$ cat src/rtl/meduram_rd_arbiter.sv
// meduram_rd_arbiter: round-robin share of one multi-bank RAM read port with halt/drain FSM.
// Optional MEDURAM_RDARB_PERF_EN adds per-requester 16-bit saturating wait counters on perf_wait.
module meduram_rd_arbiter #(
  parameter int ADDR_WIDTH = 3,
  parameter int DATA_WIDTH = 8,
  parameter int NB_RDREQ   = 4,
  parameter int RD_LATENCY = 1,
  parameter int ID_WIDTH   = (NB_RDREQ == 1) ? 1 : $clog2(NB_RDREQ)
) (
  input  logic                           aclk,
  input  logic                           areset,
  input  logic [NB_RDREQ-1:0]            req_valid,
  input  logic [NB_RDREQ*ADDR_WIDTH-1:0] req_addr,
  output logic [NB_RDREQ-1:0]            req_ready,
  output logic                           ram_rden,
  output logic [ADDR_WIDTH-1:0]          ram_rdaddr,
  input  logic [DATA_WIDTH-1:0]          ram_rddata,
  output logic [NB_RDREQ-1:0]            rsp_valid,
  output logic [DATA_WIDTH-1:0]          rsp_data,
  input  logic                           halt_req,
  output logic                           halted
`ifdef MEDURAM_RDARB_PERF_EN
  ,output logic [NB_RDREQ*16-1:0]        perf_wait
`endif
);
  typedef enum logic [1:0] {RUN, DRAIN, HALT} state_t;
  state_t state_q, state_d;
  logic [ID_WIDTH-1:0] rr_q, win, idx, id_q;
  logic found, hs, rden_q;
  logic [ADDR_WIDTH-1:0] addr_q;
  logic [RD_LATENCY-1:0] tv_q;
  logic [RD_LATENCY-1:0][ID_WIDTH-1:0] tid_q;
  always_comb begin
    found = 1'b0;
    win = rr_q;
    idx = '0;
    for (int i = 1; i <= NB_RDREQ; i++) begin
      idx = ID_WIDTH'((int'(rr_q) + i) % NB_RDREQ);
      if (!found && req_valid[idx]) begin
        found = 1'b1;
        win = idx;
      end
    end
  end
  // reset also masks grants so nothing is offered while the port is held in reset
  assign hs = found && state_q == RUN && !areset;
  assign req_ready = hs ? NB_RDREQ'(1) << win : '0;
  assign ram_rden = rden_q;
  assign ram_rdaddr = addr_q;
  assign rsp_valid = tv_q[RD_LATENCY-1] ? NB_RDREQ'(1) << tid_q[RD_LATENCY-1] : '0;
  assign rsp_data = ram_rddata;
  assign halted = state_q == HALT;
  always_comb begin
    state_d = !halt_req ? RUN :
              (state_q == RUN) ? DRAIN :
              (!rden_q && !(|tv_q)) ? HALT : state_q;
  end
  // rden_q/id_q is the RAM issue stage; tv_q/tid_q then follows the RAM latency
  always_ff @(posedge aclk or posedge areset) begin
    if (areset) begin
      state_q <= RUN;
      rr_q <= ID_WIDTH'(NB_RDREQ - 1);
      rden_q <= 1'b0;
      addr_q <= '0;
      id_q <= '0;
      tv_q <= '0;
      tid_q <= '0;
    end else begin
      state_q <= state_d;
      rden_q <= hs;
      if (hs) begin
        rr_q <= win;
        addr_q <= req_addr[win*ADDR_WIDTH +: ADDR_WIDTH];
        id_q <= win;
      end
      tv_q[0] <= rden_q;
      tid_q[0] <= id_q;
      for (int i = 1; i < RD_LATENCY; i++) begin
        tv_q[i] <= tv_q[i-1];
        tid_q[i] <= tid_q[i-1];
      end
    end
  end
`ifdef MEDURAM_RDARB_PERF_EN
  for (genvar g = 0; g < NB_RDREQ; g++) begin : g_perf
    logic [15:0] cnt_q;
    always_ff @(posedge aclk or posedge areset) begin
      if (areset) cnt_q <= '0;
      else if (req_valid[g] && !req_ready[g] && cnt_q != 16'hFFFF) cnt_q <= cnt_q + 16'd1;
    end
    assign perf_wait[g*16 +: 16] = cnt_q;
  end
`endif
endmodule
$ cat config.mk
export PLATFORM = sky130hd
export DESIGN_NAME = meduram_rd_arbiter
export DESIGN_NICKNAME = d
export VERILOG_FILES = /design/src/rtl/meduram_rd_arbiter.sv
export SDC_FILE = /design/constraint.sdc
export NUM_CORES = 1
export LEC_CHECK = 0
export ABC_CLOCK_PERIOD_IN_PS = 2400
export BUFFER_PORTS_ARGS = -buffer_cell sky130_fd_sc_hd__buf_2
export CORE_AREA = 3 3 48 58
export CTS_BUF_LIST = sky130_fd_sc_hd__clkbuf_4
export CTS_CLUSTER_DIAMETER = 60
export DETAILED_ROUTE_END_ITERATION = 10
export DIE_AREA = 0 0 51 61
export PLACE_DENSITY_LB_ADDON = 0.12
export SLEW_MARGIN = 20
export SYNTH_ARGS = -nofsm -noshare
export SYNTH_HDL_FRONTEND = slang
export SYNTH_SLANG_ARGS = --single-unit
$ cat constraint.sdc
create_clock -name aclk -period 2.4 [get_ports aclk]
set_clock_uncertainty 0.1 [all_clocks]
set_input_delay 0.12 -clock aclk [delete_from_list [all_inputs] [get_ports aclk]]
set_output_delay 0.12 -clock aclk [all_outputs]
set_load 0.02 [all_outputs]
Word level (Yosys, flattened, before mapping):

Cells that the tools add are included.

* input bits: 27
* word-level logic and storage cells: 55
* output and inout bits: 21
* bits in registers: 13

* add/subtract/negate cells: 4
* $lt $le $gt $ge: 4
* $mul: 1
* shifts and indexed selects: 3
* muxes and demuxes: 21
* equality and inequality tests: 2
* reduce and logical (&&, ||, !) cells: 13

Operators with widths (count)
* two-way mux 2 bit: 7
* less-than comparator 2 x 3 -> 1 bit, second input constant: 4
* variable part select 12 x 5 -> 3 bit: 1
* binary-select mux 1 bit (select 2 bit): 4
* two-way mux 1 bit: 8
* two-way mux 4 bit: 2
* left shift 1 x 2 -> 4 bit, first input constant: 2
* logical AND 1 bit: 6
* logical NOT 1 bit: 6
* adder 2 x 1 -> 2 bit, second input constant: 2
* adder 2 bit, second input constant: 2
* multiplier 2 x 2 -> 4 bit, second input constant: 1
* inequality test 3 x 1 -> 1 bit, second input constant: 1
* equality test 2 bit, second input constant: 1
* logical NOT 2 bit: 1

Logic depth before layout (Yosys ltp):

* depth in word-level cells: 16
* gate-level depth with buffers: 7
* mapped depth without buffers: 7

Least setup slack after synthesis:

Ideal clock, no wire load.

* path kind: register to register
* start point: register rr_q[0]
* end point: register addr_q[1], in the netlist ram_rdaddr[1]
* path slack: 0.409 ns
* arrival time: 1.765 ns
* period minus slack after synthesis: 1.991 ns
* cell stages (with the launch flop): 6
* setup time: 0.126 ns
* path buffers: 0
* data required time: 2.174 ns
* cell sequence: dfstp_2 nor2b_1 o21a_4 nor3_4 mux2_4 a221o_1

* cells in the longest elaborated chain, start to end: 15
* elaborated cells between the ends (all ways): 30
* those cells by class: 4 x add/sub; 1 x mul; 1 x shift; 16 x mux; 8 x reduce/logical

RTL lines
* from (decl): RTL line 28 `logic [ID_WIDTH-1:0] rr_q, win, idx, id_q;`
* from (signal assigned): RTL line 62 `rr_q <= ID_WIDTH'(NB_RDREQ - 1);`
* from (signal assigned): RTL line 72 `rr_q <= win;`
* adder 2 x 1 -> 2 bit: RTL line 38 `idx = ID_WIDTH'((int'(rr_q) + i) % NB_RDREQ);`
* binary-select mux 1 bit (select 2 bit): RTL line 39 `if (!found && req_valid[idx]) begin`
* two-way mux 1 bit (not written as such): RTL line 39
* two-way mux 1 bit: RTL line 39
* logical NOT 1 bit: RTL line 39
* logical AND 1 bit: RTL line 39
* two-way mux 1 bit: RTL line 39
* logical NOT 1 bit: RTL line 39
* logical AND 1 bit: RTL line 39
* two-way mux 1 bit: RTL line 39
* logical NOT 1 bit: RTL line 39
* logical AND 1 bit: RTL line 39
* two-way mux 2 bit or two-way mux 1 bit (tied branches): RTL line 39
* multiplier 2 x 2 -> 4 bit or logical AND 1 bit (tied branches): RTL line 73, 46
* variable part select 12 x 5 -> 3 bit or logical AND 1 bit (tied branches): RTL line 73, 46
* to (signal assigned): RTL line 73 `addr_q <= req_addr[win*ADDR_WIDTH +: ADDR_WIDTH];`
* to (decl): RTL line 30 `logic [ADDR_WIDTH-1:0] addr_q;`

Several ways; a longest one is shown, not always the timed one. The select of a mux whose other input is x is not followed.
A chain may end at the register's enable or synchronous reset.

Worst setup path after layout:

* start point: input port areset
* end point: output port req_ready[0]

* cells in the longest elaborated chain, start to end: 3

RTL lines
* from (decl): RTL line 11 `input logic areset,`
* logical NOT 1 bit (no source line)
* logical AND 1 bit: RTL line 46 `assign hs = found && state_q == RUN && !areset;`
* net hs: RTL line 29 `logic found, hs, rden_q;`
* two-way mux 4 bit: RTL line 47 `assign req_ready = hs ? NB_RDREQ'(1) << win : '0;`
* to (decl): RTL line 14 `output logic [NB_RDREQ-1:0] req_ready,`

The timed path passes the listed nets, and every way through them passes these cells.

==> results_dict.tcl <==
set metrics [dict create \
    worst_path_most_repeated_cell "buf_2" \
    dieHeight_um 61 \
    synth_area_leaders "dfrtp_1 (35%), buf_4 (7.6%), dfstp_2 (6.7%)" \
    cts_tree "built" \
    fp.dieArea_um2 3110 \
    hold_violations 0 \
    first_iter_violations 10 \
    slew_headroom_pct 68.5 \
    r2r_start "rr_q[0]" \
    min-delay-start "req_addr[9]" \
    share_comb_of_total_power_pct 46.8 \
    crit_type "in -> out" \
    gr-max-usage-layer "met2" \
    grt_start_max_net_pins 14 \
    end_kind "primary output" \
    clkLatencyLatePin_ps 260 \
    wire_per_inst_um 12.6 \
    rrSetupSlack_ps 310 \
    met2_usage_pct 21.0 \
    leakage_uw 0.000510 \
    dpl_worst_slack_ps 280 \
    cp-start-kind "primary input" \
    powerDensity_nw_per_um2 993 \
    initial_core_util_pct 34.1 \
    synth_commonest_cells "dfrtp_1 (11), nor2_1 (9), buf_4 (8), a21oi_1 (5), nand2_1 (4)" \
    r2r_cells 6 \
    antenna_cells 0 \
    hold_path.class "in -> reg" \
    status "finished clean" \
    syn_inst 80 \
    drc 0 \
    grt_use_total_pct 12.4 \
    clk_path_buf_depth 2 \
    rsz0062_at_grt "false" \
    drt-pass1-iter-count 2 \
    routed-via-count 687 \
    finalPower_uw 986 \
    finalCriticalPeriod_ps 2090 \
    cp.required_ps 2180 \
    yosysSeqAreaShare_pct 41.7 \
    power_frac_clock_pct 13.8 \
    seqPwrFrac_pct 39.4 \
    tns_ps 0 \
    ios 48 \
    synth_cell_types 25 \
    min_to "ram_rdaddr[0]" \
    synth_top_area_cell "dfrtp_1" \
    switchingPower_uw 378 \
    path_max_fanout 9 \
    cp_data_arrival_time_ps 1870 \
    cp_cell_sequence "dlygate4sd3_1 -> buf_2 -> nor3_1 -> nand2_1 -> inv_1 -> o211ai_1 -> nor2_1 -> buf_2" \
    path_buf_inv 4 \
    grt_pass1_vias 695 \
    synthesis.nets 107 \
    io_buffers 31 \
    cts_root_buf "clkbuf_4" \
    die_x_um 51 \
    viasPerCell 4.80 \
    numCtsBuffers 3 \
    worstMarginPinSlew_ps 472 \
    cp_top_family "buffers and inverters" \
    nets 140 \
    hold_depth 3 \
    netlist_area_um2 787 \
    hpwl_um 1450 \
    core_um2 2310 \
    slew_violations 0 \
    wirelength_um 1800 \
    grt_pass1_wl_um 2870 \
    cts_resized 0 \
    critPathSlowestCell "dlygate4sd3_1" \
    syn_to_final_growth_pct 26.2 \
    drive_gt1_share_pct 41.1 \
    synth_warnings 0 \
    clk_pin_slew_ps 70 \
    p_int_uw 608 \
    synth_edf_count 0 \
    overflow 0 \
    yosysMostFrequentCell "dfrtp_1" \
    yosysTopAreaCellShare_pct 35.0 \
    rows 19 \
    fin_crit_sh_pct 87.1 \
    async_flop_share_pct 100 \
    max_freq_mhz 479 \
    r2r-end "ram_rdaddr[2]" \
    switching_share_pct 38.3 \
    ir_worst_vdd_mv 0.420 \
    setup_violations 0 \
    gp_congestion 0.816 \
    worst-path-stages 8 \
    cts_sinks 13 \
    met1_usage_pct 14.7 \
    postRouteAntennaNets 0 \
    setup_ws_ps 311 \
    max_stage_delay_ps 530 \
    syn-mean-instance-area_um2 9.84 \
    drv_cap 0 \
    use_met3_pct 2.21 \
    antenna_found_initial 0 \
    synthFlopType "dfrtp_1" \
    ys_seq_elements 13 \
    h-tree-depth 1 \
]
[per-layer routing]
layer / vias up / routed length [um]
li1: 347 / -
met1: 311 / 766
met2: 25 / 882
met3: 4 / 116
met4: 0 / 31
met5: - / 0
[power groups by stage]
stage	logic [uW]	registers, uW	clock network, uW
finish	462	388	136
global route	506	408	153
CTS	431	389	144
detailed placement	428	391	0
global placement	421	387	0
floorplan	307	406	0
[worst reg2reg max path, cell delays in order (launching register included)]
cell,delay (ps)
dfstp_2,560
nand2b_1,190
a21oi_4,100
nor3_4,240
buf_4,180
mux2_4,290
a221o_1,310
[layout by cell type (no fill, tap or decap), drive strengths merged]
cell	netlist	routed
a221o	3	3
nor2	9	9
mux2	3	3
nor2b	3	3
nand4	3	3
dlygate4sd3	0	2
and2	1	1
and3	1	1
o21a	3	3
o21ai	3	3
dfstp	2	2
and3b	1	1
clkbuf	0	4
dfrtp	11	11
o31ai	3	3
buf	8	34
nor3b	3	3
a21o	3	3
inv	3	3
a21oi	6	6
nand2b	2	2
o211ai	1	1
nand2	4	4
nor3	4	4
[state kept, by name, indices dropped and copies added (netlist names)]
signal      cells
ram_rden        1
tid_q           2
ram_rdaddr      3
rr_q            2
tv_q            1
state_q         2
id_q            2
[layout make-up]
class / instances / area, um2
inverter: 3 / 11.3
fill: 253 / 1310
sequential: 13 / 328
timing repair buffer: 36 / 198
clock buffer: 4 / 30.0
tap: 31 / 38.8
multi-input combinational: 56 / 388
[cell families after synthesis]
kind of cell	share of synthesized area [%]
simple gates	22.1
compound gates	21.5
flops	41.7
buf+inv	9.06
mux	5.72
[repair_timing]
action                                  4_1_cts  5_1_grt
hold endpoints to repair                     12        0
hold buffers                                  2        0
buffers inserted                              0        3
endpoints found under the setup margin        0        1
[through the flow]
step | hold slack, ps | area [um2] | cells | utilization, %
after floorplan | -104 | 787 | 80 | -
after global placement | 76.2 | 921 | 134 | 39.9
after detailed placement | 73.6 | 921 | 134 | 39.9
after CTS | 99.0 | 971 | 140 | 42.1
after global routing | 104 | 993 | 143 | 43.1
final | 106 | 993 | 143 | 43.1
[how the worst max path moves through the flow]
stage | endpoint | startpoint
2_1_floorplan | ram_rdaddr[1] | rr_q[0]
3_3_place_gp | ram_rdaddr[1] | rr_q[0]
3_5_place_dp | ram_rdaddr[1] | rr_q[0]
4_1_cts | req_ready[2] | rr_q[0]
5_1_grt | req_ready[0] | areset
6_report | req_ready[0] | areset
(Power assumes the default switching activity.)
